File: src/rtl/nn_img_bf_ctrl.sv
// Image buffer sequencer: loads a word stream into addresses 0..N-1, then
// replays a rectangular window to the PE array as a valid/last pixel stream.
module nn_img_bf_ctrl #(
    parameter int DATA_WIDTH       = 8,
    parameter int ADDR_WIDTH       = 10,
    parameter int TOTAL_DATA_WIDTH = DATA_WIDTH * 6,
    parameter int DIM_WIDTH        = 6
) (
    input  logic                        i_clk,
    input  logic                        i_rst,
    input  logic                        i_start,
    input  logic [ADDR_WIDTH:0]         i_load_len,
    input  logic [ADDR_WIDTH-1:0]       i_rd_base,
    input  logic [DIM_WIDTH-1:0]        i_rd_rows,
    input  logic [DIM_WIDTH-1:0]        i_rd_cols,
    input  logic [ADDR_WIDTH-1:0]       i_rd_pitch,
    input  logic                        i_in_valid,
    input  logic [TOTAL_DATA_WIDTH-1:0] i_in_data,
    output logic                        o_in_ready,
    input  logic                        i_pe_stall,
    output logic                        o_bf_wr_en,
    output logic [ADDR_WIDTH-1:0]       o_bf_wr_addr,
    output logic [TOTAL_DATA_WIDTH-1:0] o_bf_wr_data,
    output logic                        o_bf_rd_en,
    output logic [ADDR_WIDTH-1:0]       o_bf_rd_addr,
    input  logic [TOTAL_DATA_WIDTH-1:0] i_bf_rd_data,
    output logic                        o_px_valid,
    output logic [TOTAL_DATA_WIDTH-1:0] o_px_data,
    output logic                        o_px_last,
    output logic                        o_busy,
    output logic                        o_done
);

    typedef enum logic [2:0] {
        S_IDLE  = 3'd0,
        S_LOAD  = 3'd1,
        S_READ  = 3'd2,
        S_DRAIN = 3'd3,
        S_DONE  = 3'd4
    } state_t;

    localparam logic [DIM_WIDTH-1:0] DIM_ONE = 1;
    localparam logic [ADDR_WIDTH:0]  LEN_ONE = 1;

    state_t                  state_q, state_d;
    logic [ADDR_WIDTH:0]     load_len_q, load_len_d;
    logic [ADDR_WIDTH:0]     wcnt_q, wcnt_d;
    logic [DIM_WIDTH-1:0]    rows_q, rows_d;
    logic [DIM_WIDTH-1:0]    cols_q, cols_d;
    logic [DIM_WIDTH-1:0]    r_q, r_d;
    logic [DIM_WIDTH-1:0]    c_q, c_d;
    logic [ADDR_WIDTH-1:0]   pitch_q, pitch_d;
    logic [ADDR_WIDTH-1:0]   row_addr_q, row_addr_d;
    logic                    px_valid_q, px_valid_d;
    logic                    px_last_q, px_last_d;

    logic                    c_last;
    logic                    last_elem;
    logic                    window_empty;

    assign c_last       = (c_q == cols_q - DIM_ONE);
    assign last_elem    = c_last && (r_q == rows_q - DIM_ONE);
    assign window_empty = (rows_q == '0) || (cols_q == '0);

    always_ff @(posedge i_clk) begin
        if (i_rst) begin
            state_q    <= S_IDLE;
            load_len_q <= '0;
            wcnt_q     <= '0;
            rows_q     <= '0;
            cols_q     <= '0;
            r_q        <= '0;
            c_q        <= '0;
            pitch_q    <= '0;
            row_addr_q <= '0;
            px_valid_q <= 1'b0;
            px_last_q  <= 1'b0;
        end else begin
            state_q    <= state_d;
            load_len_q <= load_len_d;
            wcnt_q     <= wcnt_d;
            rows_q     <= rows_d;
            cols_q     <= cols_d;
            r_q        <= r_d;
            c_q        <= c_d;
            pitch_q    <= pitch_d;
            row_addr_q <= row_addr_d;
            px_valid_q <= px_valid_d;
            px_last_q  <= px_last_d;
        end
    end

    always_comb begin
        state_d    = state_q;
        load_len_d = load_len_q;
        wcnt_d     = wcnt_q;
        rows_d     = rows_q;
        cols_d     = cols_q;
        r_d        = r_q;
        c_d        = c_q;
        pitch_d    = pitch_q;
        row_addr_d = row_addr_q;
        // The pixel pipe mirrors read issue one cycle later, so a stall never drops an in-flight word.
        px_valid_d = o_bf_rd_en;
        px_last_d  = o_bf_rd_en && last_elem;
        case (state_q)
            S_IDLE: begin
                if (i_start) begin
                    load_len_d = i_load_len;
                    rows_d     = i_rd_rows;
                    cols_d     = i_rd_cols;
                    pitch_d    = i_rd_pitch;
                    row_addr_d = i_rd_base;
                    wcnt_d     = '0;
                    r_d        = '0;
                    c_d        = '0;
                    if (i_load_len != '0)
                        state_d = S_LOAD;
                    else if ((i_rd_rows != '0) && (i_rd_cols != '0))
                        state_d = S_READ;
                    else
                        state_d = S_DONE;
                end
            end
            S_LOAD: begin
                if (o_bf_wr_en) begin
                    wcnt_d = wcnt_q + LEN_ONE;
                    if (wcnt_q == load_len_q - LEN_ONE)
                        state_d = window_empty ? S_DONE : S_READ;
                end
            end
            S_READ: begin
                if (o_bf_rd_en) begin
                    if (c_last) begin
                        c_d        = '0;
                        r_d        = r_q + DIM_ONE;
                        row_addr_d = row_addr_q + pitch_q;
                    end else begin
                        c_d = c_q + DIM_ONE;
                    end
                    if (last_elem)
                        state_d = S_DRAIN;
                end
            end
            S_DRAIN: state_d = S_DONE;
            S_DONE:  state_d = S_IDLE;
            default: state_d = S_IDLE;
        endcase
    end

    always_comb begin
        o_in_ready   = (state_q == S_LOAD);
        o_bf_wr_en   = (state_q == S_LOAD) && i_in_valid;
        o_bf_wr_addr = o_bf_wr_en ? wcnt_q[ADDR_WIDTH-1:0] : '0;
        o_bf_wr_data = o_bf_wr_en ? i_in_data : '0;
        o_bf_rd_en   = (state_q == S_READ) && !i_pe_stall;
        o_bf_rd_addr = (state_q == S_READ) ? (row_addr_q + ADDR_WIDTH'(c_q)) : '0;
        o_px_valid   = px_valid_q;
        o_px_last    = px_last_q;
        o_px_data    = i_bf_rd_data;
        o_busy       = (state_q != S_IDLE);
        o_done       = (state_q == S_DONE);
    end

endmodule

File: config.mk
export PLATFORM = sky130hd
export DESIGN_NAME = nn_img_bf_ctrl
export DESIGN_NICKNAME = d
export VERILOG_FILES = /design/src/rtl/nn_img_bf_ctrl.sv
export SDC_FILE = /design/constraint.sdc
export NUM_CORES = 1
export LEC_CHECK = 0
export BUFFER_PORTS_ARGS = -buffer_cell sky130_fd_sc_hd__buf_4
export CAP_MARGIN = 20
export CORE_UTILIZATION = 30
export CTS_BUF_LIST = sky130_fd_sc_hd__clkbuf_2
export CTS_CLUSTER_SIZE = 12
export DETAILED_ROUTE_END_ITERATION = 7
export GPL_ROUTABILITY_DRIVEN = 1
export GPL_TIMING_DRIVEN = 1
export HOLD_SLACK_MARGIN = 0.02
export PLACE_DENSITY = 0.62
export SLEW_MARGIN = 20
export SYNTH_ARGS = -nofsm -noshare
export SYNTH_HDL_FRONTEND = slang
export SYNTH_SLANG_ARGS = --single-unit
export TNS_END_PERCENT = 1
File: constraint.sdc
create_clock -name i_clk -period 6.6 [get_ports i_clk]
set_clock_uncertainty 0.2 [all_clocks]
set_input_delay 0.33 -clock i_clk [delete_from_list [all_inputs] [get_ports i_clk]]
set_output_delay 0.33 -clock i_clk [all_outputs]
set_load 0.01 [all_outputs]
Word level (Yosys, flattened, before mapping)
Cells that the tools add are included.
- bits in read-only memories: 0
- register bits after elaboration: 71
- bits in writable memories: 0
- logic and storage cells: 79
- memories: 0
- bits in latches: 0
- output and inout bits: 123
- input bits: 144
- shift operators: 0
- reductions and logical operators: 21
- add/sub/neg operators: 8
- div/mod/pow operators: 0
- equality and inequality tests: 13
- magnitude comparators: 0
- bitwise gates (word level): 0
- muxes and demuxes: 26
- multiply operators: 0
- operators with widths (kind ; number):
    $mux 10 ; 5
    $mux 48 ; 1
    $mux 6 ; 5
    $mux 3 ; 8
    $pmux 6 s2 ; 2
    $mux 11 ; 2
    $pmux 11 s2 ; 1
    $pmux 10 s2 ; 1
    $add 6x1->6 const B ; 2
    $eq 6x6->1 ; 2
    $logic_not 6->1 ; 2
    $pmux 3 s4 ; 1
    $reduce_bool 6->1 ; 2
    $sub 6x1->6 const B ; 2
    $add 11x1->11 const B ; 1
    $eq 11x11->1 ; 1
    $reduce_bool 11->1 ; 1
    $sub 11x1->11 const B ; 1
    $add 10x10->10 ; 1
    $add 10x6->10 ; 1
    $ne 2x2->1 const B ; 4
    $eq 3x2->1 const B ; 2
    $reduce_and 3->1 ; 2
    $logic_and 1x1->1 ; 5
    11 further kinds ; 13

Logic depth before layout (Yosys ltp)
- depth after elaboration: 6
- depth in mapped cells: 9
- mapped depth without buffers: 9

Worst setup path after synthesis
OpenSTA, ideal clock, no wires.
- path kind: flip-flop to output port
- start point: register c_q[0]
- end point: output o_bf_rd_addr[8]
- buffers on the path: 0
- required time: 6070 ps
- stages on the path, launching flop included: 9
- setup slack: 4121 ps
- arrival time: 1949 ps
- path through: dfxtp_1 > ha_1 > fa_1 > a21o_1 > a21oi_1 > o21bai_1 > a21oi_1 > o21ai_0 > a21oi_1
- cells in the longest elaborated chain, start to end: 2
- RTL lines (what ; line ; source):
    from (decl) ; 51 ; logic [DIM_WIDTH-1:0] c_q, c_d;
    from (signal assigned) ; 73 ; c_q <= '0;
    from (signal assigned) ; 85 ; c_q <= c_d;
    $add 10x6->10 ; 157 ; o_bf_rd_addr = (state_q == S_READ) ? (row_addr_q + ADDR_WIDTH'(c_q)) : '0;
    $mux 10 ; 157 ;
    to (decl) ; 25 ; output logic [ADDR_WIDTH-1:0] o_bf_rd_addr,
Every way passes these cells.

Final worst setup path
Ends and elaborated chain as after synthesis.

==> flow_metrics.env <==
export IMPL_cts_tree="built"
export IMPL_drcViolationCount=2
export IMPL_syn2layout_area_growth_pct=33.6
export IMPL_dpl_hpwl_mm=10.6
export IMPL_crit_required_ps=6070
export IMPL_ys_types=64
export IMPL_met3_usage=0.0304
export IMPL_report_power_total_mw=1.36
export IMPL_busiest_layer="met2"
export IMPL_cp_max_fo=6
export IMPL_period_share=0.494
export IMPL_cts_buffer_depth=2
export IMPL_finalInstanceArea_mm2=0.00678
export IMPL_violations="DRC"
export IMPL_cts_resized=0
export IMPL_multi_input_area_mm2=0.00312
export IMPL_start_util=0.307
export IMPL_portBuffers=170
export IMPL_ioPinCount=267
export IMPL_drtAntennaViolNets=0
export IMPL_htreeDepth=3
export IMPL_ys_ff_latch=71
export IMPL_die_w_um=132
export IMPL_met1_usage=0.202
export IMPL_critPathArrivalTime_ps=2730
export IMPL_max_freq_mhz=307
export IMPL_status="finished with violations"
export IMPL_period_minus_slack_ps=3260
export IMPL_vias=4791
export IMPL_routed_via_density=4.66
export IMPL_first_pass_iters=7
export IMPL_worstMarginPinSlew_ps=934
export IMPL_finalMaxSlewViolations=0
export IMPL_synth_cells=651
export IMPL_yosys_warnings=0
export IMPL_rsz0062_at_grt="false"
export IMPL_grt_util_met2=0.277
export IMPL_crit_path_end_kind="output pin"
export IMPL_overflow=0
export IMPL_clock_latency_ps=540
export IMPL_synthArstFlopShare=0
export IMPL_cp_start_kind="flip-flop"
export IMPL_gp_congestion=0.829
export IMPL_cts_buffers_inserted=9
export IMPL_hold_viol_final=0
export IMPL_p_per_area_mw_per_mm2=200
export IMPL_core_area_mm2=0.0165
export IMPL_post_drt_wl_per_cell_um=13.9
export IMPL_cts_root_buffer="clkbuf_2"
export IMPL_min_to="cols_q[5]"
export IMPL_grt_max_degree=64
export IMPL_irDropWorstVdd_mv=0.0827
export IMPL_antenna_found_initial=1
export IMPL_seqCellArea_mm2=0.00142
export IMPL_seq_area_frac_synth=0.280
export IMPL_synth_edf_count=0
export IMPL_syn_cell_area_mm2=0.00507
export IMPL_slew_headroom=0.377
export IMPL_track_usage=0.163
export IMPL_drive_above_1_share=0.256
export IMPL_syn_nets=819
export IMPL_die_y_um=132
export IMPL_max_cap_viol_count=0
export IMPL_reg2reg_slack_ps=3810
export IMPL_grt_pass1_wl_mm=22.8
export IMPL_rows=47
export IMPL_fill_cells=1696
export IMPL_placedCellCount=968
export IMPL_holdPathStages=2
export IMPL_power_leakage_nw=2.95
export IMPL_min_from="i_rst"
export IMPL_syn_area_per_cell_um2=7.79
export IMPL_reg2reg_depth=6
export IMPL_setup_violations_final=0
export IMPL_dieArea_mm2=0.0174
export IMPL_drt_iter0_drc=186
export IMPL_synthFlopType="dfxtp_1"
export IMPL_cts_num_sinks=71
export IMPL_r2r_end="row_addr_q[7]"
export IMPL_r2r_start="state_q[1]"
export IMPL_post_layout_nonfiller_instances=1029
export IMPL_critPathKind="flip-flop to output pin"
export IMPL_place_area_mm2=0.00618
export IMPL_path_clk_slew_ps=220
export IMPL_final_nets=971
export IMPL_grt_pass1_vias=4597
export IMPL_hold_path_class="input port to flip-flop"
export IMPL_wirelength_mm=14.3
export IMPL_setup_tns_ps=0
export IMPL_post_route_util=0.410
metrics by stage:
stage          hold WS [ps]  setup slack [ps]
5_1_grt                56.2              3090
6_report               52.9              3340
4_1_cts                29.0              3290
3_3_place_gp            255              3890
3_5_place_dp            259              3840
2_1_floorplan           209              4120
sequential cells by signal, indices dropped and copies added (netlist names), 6 cells and up:
name        cells
wcnt_q         11
c_q             6
rows_q          6
load_len_q     11
r_q             6
cols_q          6
row_addr_q     10
pitch_q        10
kinds of logic after synthesis:
kind of cell | share of synthesized area
and+or+nand+nor | 0.292
AOI/OAI and AO/OA | 0.162
buffers and inverters | 0.107
DFF | 0.280
xor gates and xnor gates | 0.0846
adders and majority gates | 0.0622
muxes | 0.0118
synthesized netlist by cell type (3+ instances only):
cell type,n,area [um^2]
a211oi_1,3,22.5
a211oi_2,4,50.1
a21o_1,7,52.6
a21oi_1,59,295
a311oi_1,3,26.3
a31oi_1,3,18.8
and2_1,61,382
and3_1,9,56.3
buf_2,3,15.0
buf_4,48,360
clkbuf_1,22,82.6
dfxtp_1,71,1420
ha_1,22,275
inv_1,17,63.8
mux2i_1,6,60.1
nand2_1,90,338
nand2b_1,3,18.8
nand3_1,9,45.0
nand4_1,6,37.5
nor2_1,54,203
nor2b_1,5,31.3
nor3_1,16,80.1
nor3b_1,6,45.0
nor4_1,7,43.8
nor4b_1,3,26.3
o21a_1,5,37.5
o21ai_0,8,40.0
o31a_1,4,35.0
o31ai_1,3,22.5
or3_1,3,18.8
xnor2_1,25,219
xor2_1,24,210
worst max-delay path, stage by stage, from the launching register on:
cell and delay [ps]:
dfxtp_1 420, ha_1 260, fa_1 400, a21o_1 170
a21oi_1 210, o21bai_1 90, a21oi_1 240, o21ai_0 130
a21oi_1 160, buf_4 150
layout make-up:
cell class,count,area share
Clock inverter,7,0.0164
Multi-Input combinational cell,488,0.461
Timing Repair Buffer,216,0.256
Inverter,17,0.00942
Antenna cell,1,0.000369
Clock buffer,9,0.00665
Tap cell,220,0.0406
Sequential cell,71,0.210
power by group:
part	leakage (nW)	switching, mW	internal, mW
Clock	0.0893	0.161	0.161
Sequential	0.580	0.0555	0.470
Combinational	2.29	0.264	0.245
worst max path at each step:
stage,slack [ps],start,cells past startpoint,to
floorplan,4120,c_q[0],8,o_bf_rd_addr[8]
global placement,3890,state_q[1],4,r_q[5]
detailed placement,3840,state_q[1],6,row_addr_q[7]
CTS,3290,c_q[0],9,o_bf_rd_addr[8]
global route,3090,c_q[0],9,o_bf_rd_addr[8]
finish,3340,c_q[0],9,o_bf_rd_addr[8]
cell usage in the layout, fill, tap and decap left out, types with 9 or more instances in the layout:
cell,count
xor2_1,24
buf_4,172
inv_1,17
nand3_1,9
clkbuf_2,9
and2_1,61
xnor2_1,25
and3_1,9
nor3_1,16
nor2_1,53
dlygate4sd3_1,44
dfxtp_1,71
a21oi_1,59
nand2_1,90
ha_1,22
layer usage:
metal,up-vias,share of wire
li1,2478,-
met1,2178,0.46
met2,119,0.48
met3,16,0.049
met4,0,0.014
met5,-,0
timing repair:
item | 4_1_cts | 5_1_grt
endpoints found under the hold margin | 46 | 0
hold buffers | 44 | 0
buffers inserted | 0 | 0
(Power assumes the default switching activity.)
